--- src/rtl/coin_return_dispenser.sv ---
// Change payout engine: captures the owed balance and ejects one coin per
// cycle, largest denomination first, limited by the per-coin stock counters.
module coin_return_dispenser #(
    parameter int kNumCoins  = 3,
    parameter int kTotalBits = 31,
    parameter int COIN_VAL0  = 100,
    parameter int COIN_VAL1  = 500,
    parameter int COIN_VAL2  = 1000,
    parameter int STOCK_BITS = 8,
    parameter int INIT_STOCK = 10
) (
    input  logic                  clk,
    input  logic                  reset,
    input  logic                  i_return_req,
    input  logic [kTotalBits-1:0] i_total,
    input  logic [kNumCoins-1:0]  i_input_coin,
    output logic                  o_busy,
    output logic [kNumCoins-1:0]  o_return_coin,
    output logic                  o_done,
    output logic [kTotalBits-1:0] o_change_left,
    output logic [STOCK_BITS-1:0] o_stock0,
    output logic [STOCK_BITS-1:0] o_stock1,
    output logic [STOCK_BITS-1:0] o_stock2
);

    typedef enum logic [1:0] {
        IDLE,
        DISPENSE,
        DONE
    } state_t;

    localparam logic [kTotalBits-1:0] COIN_VAL [kNumCoins] = '{
        kTotalBits'(COIN_VAL0),
        kTotalBits'(COIN_VAL1),
        kTotalBits'(COIN_VAL2)
    };
    localparam logic [STOCK_BITS-1:0] STOCK_MAX  = '1;
    localparam logic [STOCK_BITS-1:0] STOCK_INIT = STOCK_BITS'(INIT_STOCK);

    state_t                  state;
    state_t                  state_nx;
    logic [kTotalBits-1:0]   remain;
    logic [kTotalBits-1:0]   remain_nx;
    logic [kTotalBits-1:0]   change_left_nx;
    logic [kTotalBits-1:0]   sel_val;
    logic [kNumCoins-1:0]    pick;
    logic [kNumCoins-1:0]    coin_nx;
    logic                    done_nx;
    logic [STOCK_BITS-1:0]   stock    [kNumCoins];
    logic [STOCK_BITS-1:0]   stock_nx [kNumCoins];

    // Ascending scan: the last match is the largest payable denomination.
    always_comb begin
        pick    = '0;
        sel_val = '0;
        if (state == DISPENSE) begin
            for (int c = 0; c < kNumCoins; c++) begin
                if (COIN_VAL[c] <= remain && stock[c] != '0) begin
                    pick    = kNumCoins'(1) << c;
                    sel_val = COIN_VAL[c];
                end
            end
        end
    end

    // Insert and eject of the same coin in one cycle cancel out.
    always_comb begin
        for (int c = 0; c < kNumCoins; c++) begin
            stock_nx[c] = stock[c];
            unique case ({i_input_coin[c], pick[c]})
                2'b10: begin
                    if (stock[c] != STOCK_MAX) begin
                        stock_nx[c] = stock[c] + 1'b1;
                    end
                end
                2'b01: stock_nx[c] = stock[c] - 1'b1;
                default: stock_nx[c] = stock[c];
            endcase
        end
    end

    always_comb begin
        state_nx       = state;
        remain_nx      = remain;
        coin_nx        = '0;
        done_nx        = 1'b0;
        change_left_nx = o_change_left;
        unique case (state)
            IDLE: begin
                if (i_return_req) begin
                    remain_nx = i_total;
                    state_nx  = DISPENSE;
                end
            end
            DISPENSE: begin
                if (|pick) begin
                    coin_nx   = pick;
                    remain_nx = remain - sel_val;
                end else begin
                    change_left_nx = remain;
                    done_nx        = 1'b1;
                    state_nx       = DONE;
                end
            end
            DONE: state_nx = IDLE;
            default: state_nx = IDLE;
        endcase
    end

    always_ff @(posedge clk) begin
        if (reset) begin
            state         <= IDLE;
            remain        <= '0;
            o_return_coin <= '0;
            o_done        <= 1'b0;
            o_change_left <= '0;
            for (int c = 0; c < kNumCoins; c++) begin
                stock[c] <= STOCK_INIT;
            end
        end else begin
            state         <= state_nx;
            remain        <= remain_nx;
            o_return_coin <= coin_nx;
            o_done        <= done_nx;
            o_change_left <= change_left_nx;
            for (int c = 0; c < kNumCoins; c++) begin
                stock[c] <= stock_nx[c];
            end
        end
    end

    assign o_busy   = (state != IDLE);
    assign o_stock0 = stock[0];
    assign o_stock1 = stock[1];
    assign o_stock2 = stock[2];

endmodule

--- config.mk ---
export PLATFORM = sky130hd
export DESIGN_NAME = coin_return_dispenser
export DESIGN_NICKNAME = d
export VERILOG_FILES = /design/src/rtl/coin_return_dispenser.sv
export SDC_FILE = /design/constraint.sdc
export NUM_CORES = 1
export LEC_CHECK = 0
export BUFFER_PORTS_ARGS = -buffer_cell sky130_fd_sc_hd__buf_4
export CORE_ASPECT_RATIO = 0.6
export CORE_MARGIN = 1.5
export CORE_UTILIZATION = 61
export CTS_CLUSTER_SIZE = 40
export DETAILED_ROUTE_END_ITERATION = 10
export HOLD_SLACK_MARGIN = 0.08
export PLACE_DENSITY = 0.95
export RECOVER_POWER = 100
export SLEW_MARGIN = 20
export SYNTH_ARGS = -nofsm -noshare
export SYNTH_HDL_FRONTEND = slang
export SYNTH_SLANG_ARGS = --single-unit
--- constraint.sdc ---
create_clock -name clk -period 11.98 [get_ports clk]
set_clock_uncertainty 0.15 [all_clocks]
set_input_delay 0.599 -clock clk [delete_from_list [all_inputs] [get_ports clk]]
set_output_delay 0.599 -clock clk [all_outputs]
set_load 0.1 [all_outputs]
==> metrics.txt, run 1 <==
EDFF count, synth 0; CTS resizes 0; startpoint types flop; largest net degree at the start of global routing between 80 and 90; syn nets 738; WHS 301 ps; Layout Cells excl Fill around 860; final setup fails 0; area of the mapped netlist 0.00537 sq mm; GRT Residual Overflow 0; diode count 0; # DRC 0; fmax between 0.15 and 0.2 GHz; VDD IR max about 0.11 mV; All-Layer GR Usage 0.348; Cells after Synth 671; dpl cell area 0.00608 sq mm; post-layout util 0.717; library cells used by synthesis 74; first-pass GRT wire length 24900 um; Worst-Margin Slew 1460 ps; register-to-register path setup slack 6160 ps; std cell rows 26; Max Slew Vio Count 0; Final Hold Viols 0; hpwl dp 11500 um; Ys Warns 0; Syn Area/Cell 8.01 sq um; Iter 0 DRT Violations 914; Reg clk slew, reported paths 70 ps; Setup Total Neg Slack 0 ps; Avg WL per Cell ~19 um; DRT Pass-1 Iters 7; max_slew headroom 0.0270; via/cell ratio 6.45; Yosys top cell area share 0.343; ys async rst share 0; HP Class flop to flop; flops & latches, synth 92; RePlAce Congestion 0.966; Final period util 0.486; CP Buf/Inv Count 1; share of cells above drive strength 1 0.0919; area of the core 0.00852 sq mm; initial antenna violation count 0; final instance area 0.00611 sq mm; status completed; ys flop type dfxtp_1; Die Y 75.7 um; Initial Utilization 0.631; H-tree depth 3; I/O pin total 97; maximum root-to-sink buffer count 2; type of destination of the critical path flop; crit path cell chain nor4_1 > nand4_1 > o31ai_1 > nand2_1 > a21oi_1 > ha_1 > inv_1 > fa_1 > a211oi_1 > o21ai_0 > a21boi_0 > nand2_1 > o311a_1 > a2111oi_0 > nor3_1; nets@finish slightly above 800; final wirelength 16300 um; TritonCTS buffer count 9; DR vias 5568; Syn-to-layout area delta 13.6%; RSZ-0062 raised after global routing false; dpl cells approximately 850; max-cap violations 0; cts hold-fix bufs 0; Worst EP required between 10000 and 15000 ps; port buffer count 96; area of the die 0.00940 sq mm; Crit path max-delay family compound AO/OA/AOI/OAI gates; Post-CTS Repair Setup Buffers 0; CTS tree yes; Arrival @ worst endpoint 5870 ps; clock sinks 92; Critical Path Most Common Cell nand2_1; maximum single-stage delay on the critical path 870 ps; dominant cells by area after synthesis dfxtp_1 (34%), nand2_1 (7.2%), a21oi_1 (6.3%); post-layout minimum cycle time between 5000 and 6000 ps; Root Buffer clkbuf_16; Worst-Skew Late Latency roughly 360 ps; antenna-violating nets left 0; worst-path fanout max 8; sequential share of the synthesized area 0.343; P_leak 2.34 nW; critical path class flop to flop; vias in the first global route 4930; Yosys top cell by area dfxtp_1; Crit-path slowest cell a21boi_0; Power per Cell Area between 150 and 200 mW/mm^2; Die Wd approximately 120 um
## logic make-up after synthesis
group / synth area share
adder cells (fa/ha/maj): 0.0754
AO/OA/AOI/OAI: 0.243
XOR/XNOR: 0.0342
buffers and inverters: 0.0522
AND/OR/NAND/NOR: 0.231
multiplexers: 0.0214
flip-flops: 0.343
## cell type report
type	count	area, sq um
clock buffers	9	225
clock inverters	7	67.6
fillers	680	2420
inverters	23	87.6
multi-input cells	521	3230
flip-flops and latches	92	1840
well taps	112	140
repair buffers	99	510
## worst paths after layout
path                      from  cells past startpoint           endpoint
min          o_change_left[19]                      2  o_change_left[19]
max                 remain[12]                     15         remain[18]
max reg2reg         remain[12]                     15         remain[18]
min reg2reg  o_change_left[19]                      2  o_change_left[19]
## stage by stage
step	total power, W	setup WS (ps)
final	0.00101	6160
after global placement	0.000713	7030
after floorplan	0.000640	7470
after global routing	0.00105	5870
after CTS	0.00101	6720
after detailed placement	0.000726	6780
## worst min-delay path, stage by stage, from the launching register on
cell and delay (ps):
dfxtp_1 310, nand2_1 50, a21oi_1 50
## cell usage after synthesis (all sizes together) (2+ instances only)
cell     instances
or4              4
and2             6
buf              6
nand4           10
o32ai            4
a21o             9
a211oi          13
clkbuf          29
nor4            18
a2111oi          3
or3              6
mux2i           10
o31ai            7
o211ai           9
xnor2           13
ha              26
nor3            20
a21oi           68
a31oi            4
a22oi            2
nand3b           2
o21ai           25
and2b            2
o41ai            5
o311ai           2
a211o            2
nand3           13
o22ai            4
a311oi           4
a21boi           2
a32o             3
xor2             8
inv             22
dfxtp           92
fa               4
nand2          105
o21a            12
nor3b            3
and3             4
o31a             4
o221ai           4
a31o             3
nor2b            5
nor2            59
nand2b           2
## routing by layer
layer  wire length, um  track usage  vias up
li1                  -            -     2598
met3              2000        0.123       41
met1              7010        0.479     2548
met2              6880        0.509      379
met4               345        0.107        2
met5                78       0.0625        -
## sequential cells by signal, summed over array words and instances (netlist names)
signal and count:
o_change_left 31, stock 24, o_done 1, remain 31, state 2, o_return_coin 3
## layout by cell type (no fill, tap or decap), drive strengths merged, types with 5 or more instances in the layout
master and n:
nand2 105, nor3 20, o21ai 25, nand4 10
inv 25, a21oi 68, nor2b 5, o41ai 5
buf 37, ha 26, clkbuf 71, or3 6
nor2 59, o21a 12, o31ai 7, nor4 18
dfxtp 92, and2 6, xnor2 13, mux2i 10
nand3 13, o211ai 9, xor2 8, a211oi 13
a21o 9
## power by group
group          internal (W)  switching (W)  leakage, nW
Sequential         0.000332      0.0000444        0.751
Combinational      0.000113       0.000236         1.45
Clock              0.000146       0.000136        0.142
Total              0.000591       0.000417         2.34
Note: power is estimated with default switching activity, not from simulation.
==> run 2, diff against run 1 <==
--- a/config.mk
+++ b/config.mk
@@ -8,11 +8,11 @@
 export BUFFER_PORTS_ARGS = -buffer_cell sky130_fd_sc_hd__buf_4
 export CORE_ASPECT_RATIO = 0.6
 export CORE_MARGIN = 1.5
-export CORE_UTILIZATION = 61
+export CORE_UTILIZATION = 56
 export CTS_CLUSTER_SIZE = 40
 export DETAILED_ROUTE_END_ITERATION = 10
 export HOLD_SLACK_MARGIN = 0.08
-export PLACE_DENSITY = 0.95
+export PLACE_DENSITY = 0.91
 export RECOVER_POWER = 100
 export SLEW_MARGIN = 20
 export SYNTH_ARGS = -nofsm -noshare
==> constraint.sdc (replaced) <==
create_clock -name clk -period 5.88 [get_ports clk]
set_clock_uncertainty 0.15 [all_clocks]
set_input_delay 0.294 -clock clk [delete_from_list [all_inputs] [get_ports clk]]
set_output_delay 0.294 -clock clk [all_outputs]
set_load 0.1 [all_outputs]
==> metrics.txt, run 2 (synthesis results as in run 1) <==
DRT Pass-1 Iters 6; Die Wd 129 um; H-tree depth 3; critical path class flop to flop; Seq pwr share 0.353; Power per Cell Area around 350 mW/mm^2; violated checks capacitance limit, slew limit; HP Class primary input to flop; I/O pin total 97; Final Hold Viols 0; Syn-to-layout area delta 16.2%; Layout Cells excl Fill 889; RSZ-0062 raised after global routing false; Worst-Margin Slew 1570 ps; status finished with violations; Final period util 0.920; CTS tree yes; P_leak 2.40 nW; sw frac 0.396; area of the core 0.00926 sq mm; Pint 0.00130 W; fmax 0.185 GHz; Iter 0 DRT Violations 1013; VDD IR max about 0.19 mV; vias in the first global route 5287; startpoint types flop; area of the die 0.0102 sq mm; final wirelength approximately 17000 um; type of destination of the critical path flop; first-pass GRT wire length 26700 um; largest net degree at the start of global routing 89; Worst EP required 5930 ps; post-layout util 0.675; Post-CTS Repair Setup Buffers 0; GRT Residual Overflow 0; DP Worst Slack 643 ps; Clk network pwr share 0.303; # DRC 0; Die Y 78.9 um; Avg WL per Cell about 19 um; All-Layer GR Usage 0.333; RePlAce Congestion 0.978; initial antenna violation count 0; worst-path fanout max 8; clock sinks 92; max_slew headroom -0.0492; Net Sw Power 0.000855 W; DR vias 5712; register-to-register path setup slack 470 ps; max-cap violations 1; most common cell after layout, fill and taps aside nand2_1; std cell rows 27; Reg clk slew, reported paths 70 ps; Arrival @ worst endpoint 5460 ps; TritonCTS buffer count 9; maximum root-to-sink buffer count 2; Setup Total Neg Slack 0 ps; Initial Utilization 0.581; Worst-Skew Late Latency 360 ps; nets@finish ~820; post-layout minimum cycle time ~5400 ps; via/cell ratio roughly 6.4; antenna-violating nets left 0; largest registers o_change_left x31, remain x31, stock x24; Root Buffer clkbuf_16; port buffer count 96; Max Slew Vio Count 34; setup ws final 469 ps; final setup fails 0; most frequent cells in the layout nand2_1 (104), dfxtp_1 (92), a21oi_1 (68); hpwl dp 11700 um; power share of the combinational group 0.345; dpl cells 869; diode count 0; share of cells above drive strength 1 0.0962; Total Power 0.00216 W
[run 2: path summary, 6_finish.rpt]
check	start	end	cells past startpoint
min	i_total[7]	remain[7]	3
min reg2reg	o_change_left[12]	o_change_left[12]	2
max	remain[24]	remain[18]	14
max reg2reg	remain[24]	remain[18]	14
[run 2: critical path: stages, from the launching register on]
cell	delay, ps
dfxtp_1	400
or4_2	770
a211oi_1	490
o311ai_0	200
clkbuf_1	250
nand2_1	240
inv_1	210
ha_1	310
a211oi_1	430
o21ai_0	260
a21boi_2	460
nand2_1	230
o311a_1	340
a2111oi_0	420
nor3_1	100
[run 2: power groups by stage]
stage	registers, W	logic (W)	clock network [W]
after floorplan	0.000869	0.000434	0
after detailed placement	0.000769	0.000726	0
after global routing	0.000766	0.000796	0.000677
after CTS	0.000756	0.000734	0.000651
after global placement	0.000764	0.000696	0
final	0.000762	0.000744	0.000653
[run 2: stage by stage]
step / instance area [sq um] / hold slack, ps
2_1_floorplan: 5370 / 280
3_3_place_gp: 6130 / 291
3_5_place_dp: 6130 / 297
4_1_cts: 6500 / 85.8
5_1_grt: 6250 / 101
6_report: 6250 / 88.5
[run 2: area by class of cell]
| cell class | instances | area [sq um] |
|---|---|---|
| clock buffer | 10 | 239 |
| clock inverter | 6 | 92.6 |
| fill | 806 | 3010 |
| inverter | 23 | 98.8 |
| multi-input combinational | 521 | 3230 |
| sequential | 92 | 1840 |
| tap | 130 | 163 |
| timing repair buffer | 107 | 581 |
[run 2: timing repair]
item	CTS	global route
resized for setup	0	1
setup endpoints to repair	0	1
hold buffers	4	0
hold endpoints to repair	4	0
[run 2: metal layers]
layer  vias to the layer above  global-route usage  part of all wire
met5                         -                   0                 0
met4                         0               0.118             0.029
met3                        74               0.117              0.13
met2                       400               0.480              0.42
met1                      2615               0.459              0.42
li1                       2623                   -                 -
==> run 3, diff against run 2 <==
--- a/config.mk
+++ b/config.mk
@@ -5,14 +5,15 @@
 export SDC_FILE = /design/constraint.sdc
 export NUM_CORES = 1
 export LEC_CHECK = 0
+export ABC_AREA = 1
 export BUFFER_PORTS_ARGS = -buffer_cell sky130_fd_sc_hd__buf_4
 export CORE_ASPECT_RATIO = 0.6
 export CORE_MARGIN = 1.5
-export CORE_UTILIZATION = 56
+export CORE_UTILIZATION = 57
 export CTS_CLUSTER_SIZE = 40
 export DETAILED_ROUTE_END_ITERATION = 10
 export HOLD_SLACK_MARGIN = 0.08
-export PLACE_DENSITY = 0.91
+export PLACE_DENSITY = 0.92
 export RECOVER_POWER = 100
 export SLEW_MARGIN = 20
 export SYNTH_ARGS = -nofsm -noshare
==> metrics.txt, run 3 <==
final setup fails 0; Reg clk slew, reported paths 60 ps; port buffer count 96; Yosys top cell by area dfxtp_1; Yosys top cell area share 0.319; via/cell ratio 5.61; EDFF count, synth 0; Crit-path slowest cell clkbuf_1; CP Buf/Inv Count 2; FF+latch area 0.00184 sq mm; area of the multi-input gates between 0.003 and 0.004 sq mm; most frequent cells in the layout nand2_1 (180), inv_1 (113), nor2_1 (107); sequential share of the synthesized area 0.319; post-layout minimum cycle time about 4300 ps; fmax between 0.2 and 0.25 GHz; startpoint types flop; Die Y 80.9 um; Layout Cells excl Fill 1089; share of cells above drive strength 1 0.0671; maximum root-to-sink buffer count 2; Worst EP required 5980 ps; Max Slew Vio Count 87; Power per Cell Area slightly below 300 mW/mm^2; type of destination of the critical path flop; Final Hold Viols 0; final wirelength approximately 16000 um; ys async rst share 0; Initial Utilization 0.586; reg2reg path depth 12; syn nets 935; flops & latches, synth 92; dpl cells 1072; Avg WL per Cell 14.9 um; Root Buffer clkbuf_16; DR vias 6107; TritonCTS buffer count 9; most instantiated library cell after synthesis nand2_1; Worst-Margin Slew 1870 ps; status finished with violations; initial antenna violation count 0; std cell rows 28; most common cell after layout, fill and taps aside nand2_1; DRT Pass-1 Iters 5; area of the core 0.00984 sq mm; max_slew headroom -0.245; crit path cell chain nor2_1 > nand2_1 > nor2_1 > inv_1 > nor2_1 > nand3_1 > nand2_1 > nand4_4 > nand2_1 > clkbuf_1 > o21ai_0 > a21oi_1; Worst-Skew Late Latency around 340 ps; Syn-to-layout area delta 14.0%; VDD IR max 0.155 mV; All-Layer GR Usage 0.305; P_leak 2.86 nW; Syn Area/Cell 6.64 sq um; Setup Total Neg Slack 0 ps; I/O pin total 97; CTS resizes 0; Crit path max-delay family simple AND/OR/NAND/NOR gates; dominant cells by area after synthesis dfxtp_1 (32%), nand2_1 (11%), a21oi_1 (8.2%); HP Class primary input to flop; RSZ-0062 raised after global routing false; largest net degree at the start of global routing 65; Ys Warns 0; clock sinks 92; worst-path fanout max 64; Hold Path Stages 3; stages on the worst setup path 12; nets@finish approximately 1000; antenna-violating nets left 0; area of the die 0.0107 sq mm; first-pass GRT wire length 26300 um; diode count 0; violated checks capacitance limit, slew limit; Cells after Synth 868; vias in the first global route 5474; Final period util 0.738; # DRC 0; ys flop type dfxtp_1; library cells used by synthesis 41; area of the mapped netlist 0.00577 sq mm; Die Wd 133 um; critical path class flop to flop; max-cap violations 2; Iter 0 DRT Violations between 500 and 600; Arrival @ worst endpoint about 4500 ps; Synth top cells by count nand2_1 (175), inv_1 (113), nor2_1 (103), a21oi_1 (95), dfxtp_1 (92); maximum single-stage delay on the critical path 1240 ps; CTS tree yes; hpwl dp 11500 um; RePlAce Congestion 0.978; largest registers o_change_left x31, remain x31, stock x24; H-tree depth 3; GRT Residual Overflow 0; Filler Cell Count 926
run 3: timing repair:
item | in CTS | in global routing
hold buffers | 2 | 0
buffers inserted | 0 | 0
endpoints found under the hold margin | 2 | 0
run 3: worst paths after layout:
path | startpoint | end | slack (ps)
max | remain[27] | remain[3] | 1540
min | i_total[0] | remain[0] | 100
max reg2reg | remain[27] | remain[3] | 1540
min reg2reg | o_change_left[22] | o_change_left[22] | 300
run 3: final cells by class:
type                            instances  share of cell area
Timing Repair Buffer                  102              0.0813
Tap cell                              135              0.0257
Inverter                              114              0.0651
Multi-Input combinational cell        631               0.500
Clock buffer                           12              0.0405
Sequential cell                        92               0.280
Clock inverter                          3             0.00685
run 3: kinds of logic (layout without fill, tap and decap cells):
kind of cell    count (synthesis)  in the layout  synth area share
fa+ha+maj                      30             30            0.0703
mux                             1              1           0.00174
buf+inv                       145            231             0.103
compound gates                223            223             0.210
flops                          92             92             0.319
xor+xnor                       22             22            0.0334
simple gates                  355            355             0.262
run 3: report_power, final:
group          total [W]  switching (W)  leakage (nW)  internal [W]
sequential      0.000722      0.0000576         0.754      0.000664
clock           0.000606       0.000244         0.147      0.000362
combinational   0.000600       0.000434          1.96      0.000166
run 3: stage by stage:
stage / setup slack, ps / power (W) / cell area, sq um / hold WS [ps] / util
global placement: 2170 / 0.00132 / 6520 / 285 / 0.662
finish: 1540 / 0.00193 / 6570 / 99.1 / 0.668
floorplan: 2270 / 0.00119 / 5770 / 289 / -
CTS: 2070 / 0.00194 / 6850 / 85.3 / 0.696
detailed placement: 2140 / 0.00133 / 6520 / 287 / 0.662
global route: 1190 / 0.00202 / 6570 / 134 / 0.668
run 3: tightest hold or removal path, cell delays in order:
cell and delay, ps:
buf_4 70, o21ai_0 70, a21oi_1 110
run 3: routing by layer:
metal  vias up  GRT usage  wire length (um)
li1       3021          -                 -
met1      2736      0.424              7380
met2       318      0.467              6760
met3        32     0.0855              1780
met4         0     0.0813               269
met5         -          0                 0
